[config.mk]
export PLATFORM = sky130hd
export DESIGN_NAME = dmem_arbiter_flat
export DESIGN_NICKNAME = d
export VERILOG_FILES = /design/src/rtl/dmem_arbiter_if.sv /design/src/rtl/dmem_arbiter.sv /design/src/flat_wrapper.sv
export SDC_FILE = /design/constraint.sdc
export NUM_CORES = 1
export LEC_CHECK = 0
export ABC_AREA = 1
export CAP_MARGIN = 20
export CORE_UTILIZATION = 30
export DETAILED_ROUTE_END_ITERATION = 10
export PLACE_DENSITY = 0.68
export SYNTH_ARGS = -nofsm -noshare
export SYNTH_HDL_FRONTEND = slang
export SYNTH_SLANG_ARGS = --single-unit
[constraint.sdc]
create_clock -name clk -period 3.28 [get_ports clk]
set_input_delay 0.984 -clock clk [delete_from_list [all_inputs] [get_ports clk]]
set_output_delay 0.984 -clock clk [all_outputs]
set_load 0.02 [all_outputs]
[src/rtl/dmem_arbiter_if.sv]
// Requester-side handshake bundle for the data-memory arbiter.
// The requester drives req/payload; the arbiter answers with gnt and a one-cycle response.
interface dmem_arbiter_if;
    logic        req;
    logic        we;
    logic [31:0] addr;
    logic [31:0] wdata;
    logic [3:0]  wstrb;
    logic        gnt;
    logic        rvalid;
    logic [31:0] rdata;
    logic        err;

    modport master (
        output req, we, addr, wdata, wstrb,
        input  gnt, rvalid, rdata, err
    );

    modport slave (
        input  req, we, addr, wdata, wstrb,
        output gnt, rvalid, rdata, err
    );
endinterface

[src/rtl/dmem_arbiter.sv]
// Two-port round-robin arbiter in front of a single-ported data memory.
// One access in flight at a time: IDLE -> ACCESS -> RESP, or IDLE -> RESP for rejected requests.
module dmem_arbiter #(
    parameter int unsigned MEM_BYTES = 128
) (
    input  logic          clk,
    input  logic          reset,
    dmem_arbiter_if.slave a,
    dmem_arbiter_if.slave b,
    output logic [31:0]   data_addr,
    output logic [31:0]   data_write,
    output logic [3:0]    data_write_byte,
    output logic          data_read_valid,
    output logic          data_write_valid,
    input  logic [31:0]   data_read
);

    typedef enum logic [1:0] {StIdle, StAccess, StResp} state_e;

    state_e      state_q;
    logic        last_b_q;
    logic        win_b_q;
    logic        rsp_valid_q;
    logic        rsp_err_q;
    logic [31:0] rsp_data_q;

    // Rejects out-of-range words, misaligned reads and strobes that are not a naturally
    // aligned byte, halfword or word matching the low address bits.
    function automatic logic req_bad(input logic we, input logic [31:0] addr,
                                     input logic [3:0] wstrb);
        logic [32:0] last_byte;
        logic        bad;
        last_byte = {1'b0, addr[31:2], 2'b00} + 33'd3;
        bad = (last_byte >= 33'(MEM_BYTES));
        if (we) begin
            case (wstrb)
                4'b0001, 4'b0011, 4'b1111: bad = bad | (addr[1:0] != 2'd0);
                4'b0010:                   bad = bad | (addr[1:0] != 2'd1);
                4'b0100, 4'b1100:          bad = bad | (addr[1:0] != 2'd2);
                4'b1000:                   bad = bad | (addr[1:0] != 2'd3);
                default:                   bad = 1'b1;
            endcase
        end else begin
            bad = bad | (addr[1:0] != 2'd0);
        end
        return bad;
    endfunction

    logic        sel_b;
    logic        grant;
    logic        sel_we;
    logic [31:0] sel_addr;
    logic [31:0] sel_wdata;
    logic [3:0]  sel_wstrb;
    logic        sel_err;

    // Tie goes to whichever port did not win last time.
    assign sel_b     = b.req & (~a.req | ~last_b_q);
    assign grant     = (state_q == StIdle) & reset & (a.req | b.req);
    assign sel_we    = sel_b ? b.we    : a.we;
    assign sel_addr  = sel_b ? b.addr  : a.addr;
    assign sel_wdata = sel_b ? b.wdata : a.wdata;
    assign sel_wstrb = sel_b ? b.wstrb : a.wstrb;
    assign sel_err   = req_bad(sel_we, sel_addr, sel_wstrb);

    assign a.gnt    = grant & ~sel_b;
    assign b.gnt    = grant & sel_b;
    assign a.rvalid = rsp_valid_q & ~win_b_q;
    assign b.rvalid = rsp_valid_q & win_b_q;
    assign a.err    = a.rvalid & rsp_err_q;
    assign b.err    = b.rvalid & rsp_err_q;
    assign a.rdata  = a.rvalid ? rsp_data_q : 32'd0;
    assign b.rdata  = b.rvalid ? rsp_data_q : 32'd0;

    always_ff @(posedge clk) begin
        if (!reset) begin
            state_q          <= StIdle;
            last_b_q         <= 1'b1;
            win_b_q          <= 1'b0;
            rsp_valid_q      <= 1'b0;
            rsp_err_q        <= 1'b0;
            rsp_data_q       <= 32'd0;
            data_addr        <= 32'd0;
            data_write       <= 32'd0;
            data_write_byte  <= 4'd0;
            data_read_valid  <= 1'b0;
            data_write_valid <= 1'b0;
        end else begin
            // Memory-side payload lives only for the single ACCESS cycle.
            data_addr        <= 32'd0;
            data_write       <= 32'd0;
            data_write_byte  <= 4'd0;
            data_read_valid  <= 1'b0;
            data_write_valid <= 1'b0;
            rsp_valid_q      <= 1'b0;
            rsp_err_q        <= 1'b0;
            rsp_data_q       <= 32'd0;
            unique case (state_q)
                StIdle: begin
                    if (grant) begin
                        last_b_q <= sel_b;
                        win_b_q  <= sel_b;
                        if (sel_err) begin
                            state_q     <= StResp;
                            rsp_valid_q <= 1'b1;
                            rsp_err_q   <= 1'b1;
                        end else begin
                            state_q          <= StAccess;
                            data_addr        <= {sel_addr[31:2], 2'b00};
                            data_write       <= sel_wdata;
                            data_write_byte  <= sel_we ? sel_wstrb : 4'd0;
                            data_write_valid <= sel_we;
                            data_read_valid  <= ~sel_we;
                        end
                    end
                end
                StAccess: begin
                    state_q     <= StResp;
                    rsp_valid_q <= 1'b1;
                    rsp_data_q  <= data_write_valid ? 32'd0 : data_read;
                end
                StResp: begin
                    state_q <= StIdle;
                end
                default: begin
                    state_q <= StIdle;
                end
            endcase
        end
    end

endmodule

[src/flat_wrapper.sv]
// flat-port wrapper written by rule: the top's interface ports become plain ports
module dmem_arbiter_flat 
#(
    parameter int unsigned MEM_BYTES = 128
)
  (clk, reset, data_addr, data_write, data_write_byte, data_read_valid, data_write_valid, data_read, a_req, a_we, a_addr, a_wdata, a_wstrb, a_gnt, a_rvalid, a_rdata, a_err, b_req, b_we, b_addr, b_wdata, b_wstrb, b_gnt, b_rvalid, b_rdata, b_err);
  dmem_arbiter_if a_i ();
  dmem_arbiter_if b_i ();
  input  logic clk;
  input  logic reset;
  output logic [31:0] data_addr;
  output logic [31:0] data_write;
  output logic [3:0] data_write_byte;
  output logic data_read_valid;
  output logic data_write_valid;
  input  logic [31:0] data_read;
  input wire logic [$bits(a_i.req)-1:0] a_req;
  input wire logic [$bits(a_i.we)-1:0] a_we;
  input wire logic [$bits(a_i.addr)-1:0] a_addr;
  input wire logic [$bits(a_i.wdata)-1:0] a_wdata;
  input wire logic [$bits(a_i.wstrb)-1:0] a_wstrb;
  output wire logic [$bits(a_i.gnt)-1:0] a_gnt;
  output wire logic [$bits(a_i.rvalid)-1:0] a_rvalid;
  output wire logic [$bits(a_i.rdata)-1:0] a_rdata;
  output wire logic [$bits(a_i.err)-1:0] a_err;
  input wire logic [$bits(b_i.req)-1:0] b_req;
  input wire logic [$bits(b_i.we)-1:0] b_we;
  input wire logic [$bits(b_i.addr)-1:0] b_addr;
  input wire logic [$bits(b_i.wdata)-1:0] b_wdata;
  input wire logic [$bits(b_i.wstrb)-1:0] b_wstrb;
  output wire logic [$bits(b_i.gnt)-1:0] b_gnt;
  output wire logic [$bits(b_i.rvalid)-1:0] b_rvalid;
  output wire logic [$bits(b_i.rdata)-1:0] b_rdata;
  output wire logic [$bits(b_i.err)-1:0] b_err;
  assign a_i.req = a_req;
  assign a_i.we = a_we;
  assign a_i.addr = a_addr;
  assign a_i.wdata = a_wdata;
  assign a_i.wstrb = a_wstrb;
  assign a_gnt = a_i.gnt;
  assign a_rvalid = a_i.rvalid;
  assign a_rdata = a_i.rdata;
  assign a_err = a_i.err;
  assign b_i.req = b_req;
  assign b_i.we = b_we;
  assign b_i.addr = b_addr;
  assign b_i.wdata = b_wdata;
  assign b_i.wstrb = b_wstrb;
  assign b_gnt = b_i.gnt;
  assign b_rvalid = b_i.rvalid;
  assign b_rdata = b_i.rdata;
  assign b_err = b_i.err;
  dmem_arbiter #(.MEM_BYTES(MEM_BYTES)) u_core (.clk(clk), .reset(reset), .a(a_i), .b(b_i), .data_addr(data_addr), .data_write(data_write), .data_write_byte(data_write_byte), .data_read_valid(data_read_valid), .data_write_valid(data_write_valid), .data_read(data_read));
endmodule
==> results.md <==
- Outcome: finished clean
- Clock transition at path regs: roughly 0.060 ns
- Final Hold Fails: 0
- Placer congestion estimate: roughly 0.8
- Setup Skew: between 0.01 and 0.015 ns
- GRT Util Overall: a little under a fifth
- Worst-Skew Late Latency: between 0.3 and 0.4 ns
- Peak VDD IR: 0.194 mV
- GRT overflow: 0
- CTS max path bufs: 2
- Area grow syn2layout: 87.6%
- Synth Area per Inst: about 7.6 um^2
- Fillers: between 1000 and 1500
- Final setup vio count: 0
- Slew @ Worst Pin: around 0.61 ns
- Initial DRC Count: approximately 150
- Largest net degree at the start of global routing: just under 50
- TNS Setup: 0 ns
- H-tree levels: 3
- Startpoint types: input pin
- Period utilization: between 90% and 100%
- Initial core utilization: 30.7%
- Pwr dens: between 300 and 400 nW/um^2
- Worst path required time: roughly 2.3 ns
- Pre-Repair DR Iteration Count: 4
- Vias: 4423
- WL/cell: about 12 um
- CTS root buffer: clkbuf_16
- Fraction of layout cells with a size suffix above 1: approximately 6.5%
- Drt drc: 0
- Slew headroom: just under 60%
- Unrepaired setup endpoints after global routing: no
- Synth warn: 0
- Height of the die: 121 um
- Max-capacitance violation count: 0
- Routed Antenna Nets: 0
- Seq/Total Area, Yosys: 50.0%
- Yosys cell types: 24
- Element type at the critical path end: output pin
- CTS buffer count: 9
- # nets final: around 1100
- Post-route total power: between 0.002 and 0.003 W
- Tmin final: approximately 3.2 ns
- Worst hold path class: flop to flop
- Total die area: 14600 um^2
- IO Pins: between 300 and 400
- Synthesized area: approximately 4200 um^2
- Max Fclk: between 0.3 and 0.4 GHz
- Reg area: 2120 um^2
- # clock sinks: 106
- CTS tree: built
- Area of the multi-input gates: roughly 1700 um^2
- Crit-path max FO: 3
- Seq cells post-synth: 106
- FP Rows: 43
- Critical path class: input pin to output pin
- Hold-fix buffers, CTS: 0
- Vias in the first global route: between 4000 and 5000
- Static leakage: ~3.5 nW
- Die width: between 100 and 150 um
- Hpwl dp: between 10000 and 15000 um
- Antenna diodes: 0
- Cells after synthesis: about 560
- Max Transition Viols Final: 0
- Number of port buffers: between 300 and 400
- Initial antenna violation count: 0
- Detailed Route WL: 13200 um
- First-pass GRT wire length: between 20000 and 25000 um
- Via/cell ratio: just over 4
- CP arrival: about 2.2 ns
- Core area: roughly 14000 um^2
[logic make-up after synthesis]
family / count (synthesis) / share of synthesized area [%]
AO/OA/AOI/OAI: 10 / 1.41
other: 1 / 0.0883
buffers and inverters: 117 / 11.5
flip-flops: 106 / 50.0
multiplexers: 37 / 8.72
AND/OR/NAND/NOR: 291 / 28.3
[cell usage after synthesis]
library cell | instances | area share, %
o21ai_2 | 2 | 0.41
buf_6 | 3 | 0.80
nand3_2 | 1 | 0.24
a211oi_1 | 1 | 0.18
nand2_2 | 1 | 0.15
inv_1 | 85 | 7.5
conb_1 | 1 | 0.088
a21oi_1 | 2 | 0.24
nand3b_1 | 6 | 1.1
mux2i_1 | 37 | 8.7
nand4_1 | 2 | 0.29
nor2_2 | 10 | 1.5
dfxtp_1 | 106 | 50
buf_2 | 8 | 0.94
nor3_1 | 1 | 0.12
nand3_1 | 23 | 2.7
nand2_1 | 90 | 8.0
clkbuf_1 | 13 | 1.1
buf_4 | 5 | 0.88
inv_2 | 3 | 0.27
nand2_4 | 2 | 0.53
o21ai_0 | 5 | 0.59
or2_2 | 1 | 0.15
nor2_1 | 154 | 14
[path summary, 6_finish.rpt]
check / from / end / slack [ns] / cells past startpoint
setup / recovery: reset / b_gnt / 0.11 / 8
hold / removal: u_core.state_q[0] / u_core.rsp_err_q / 0.48 / 1
setup reg to reg: u_core.last_b_q / u_core.data_write[11] / 1.09 / 14
hold reg to reg: u_core.state_q[0] / u_core.rsp_err_q / 0.48 / 1
[power breakdown]
part	total [W]	internal [W]	switching [W]
logic	0.000492	0.000293	0.000199
registers	0.00131	0.00131	0.00000655
clock network	0.00110	0.000615	0.000480
total	0.00290	0.00222	0.000685
[final cells by class]
type	instances	area share [%]
Inverter	88	4.14
Sequential cell	106	26.6
Multi-Input combinational cell	365	21.9
Clock inverter	5	0.785
Tap cell	180	2.83
Timing Repair Buffer	328	40.8
Clock buffer	10	3.00
[flip-flops by register name, indices dropped and copies added (netlist names)]
| signal | flops |
|---|---|
| u_core.last_b_q | 1 |
| u_core.data_addr | 30 |
| u_core.win_b_q | 1 |
| u_core.data_write_byte | 4 |
| u_core.rsp_err_q | 1 |
| u_core.rsp_valid_q | 1 |
| u_core.data_write | 32 |
| u_core.rsp_data_q | 32 |
| u_core.data_write_valid | 1 |
| u_core.data_read_valid | 1 |
| u_core.state_q | 2 |
[layout by cell type (no fill, tap or decap), types with 14 or more instances in the layout]
master           count
clkdlybuf4s50_1    309
nor2_1             150
dfxtp_1            106
nand2_1             90
inv_1               84
mux2i_1             37
conb_1              27
nand3_1             23
buf_4               18
nor2_2              14
[worst max-delay path, stage by stage]
cell	delay, ns
clkdlybuf4s50_1	0.45
inv_1	0.05
nor2_2	0.09
o21ai_1	0.10
nor2_2	0.16
inv_2	0.07
nor2_2	0.13
buf_4	0.16
[through the flow]
step / cells / hold slack [ns] / util, % / instance area [um^2] / setup WS, ns
after floorplan: 588 / 0.414 / - / 4350 / 0.150
after global placement: 1066 / 0.445 / 55.4 / 7660 / -0.386
after detailed placement: 1066 / 0.446 / 55.4 / 7660 / -0.427
after CTS: 1081 / 0.456 / 57.5 / 7950 / 0.0165
after global routing: 1082 / 0.522 / 57.6 / 7970 / 0.00154
final: 1082 / 0.476 / 57.6 / 7970 / 0.105
[routing by layer]
layer,vias up,part of all wire [%],track usage (%)
met5,-,0,0
met1,1897,36,17.8
met4,0,2.9,8.49
li1,2304,-,-
met3,25,10,6.91
met2,197,51,33.0
[what timing repair did]
| item | in CTS | in global routing |
|---|---|---|
| pin swaps | 0 | 2 |
| buffers inserted | 0 | 1 |
| resized for setup | 8 | 8 |
| setup endpoints to repair | 2 | 2 |
(Power assumes the default switching activity.)
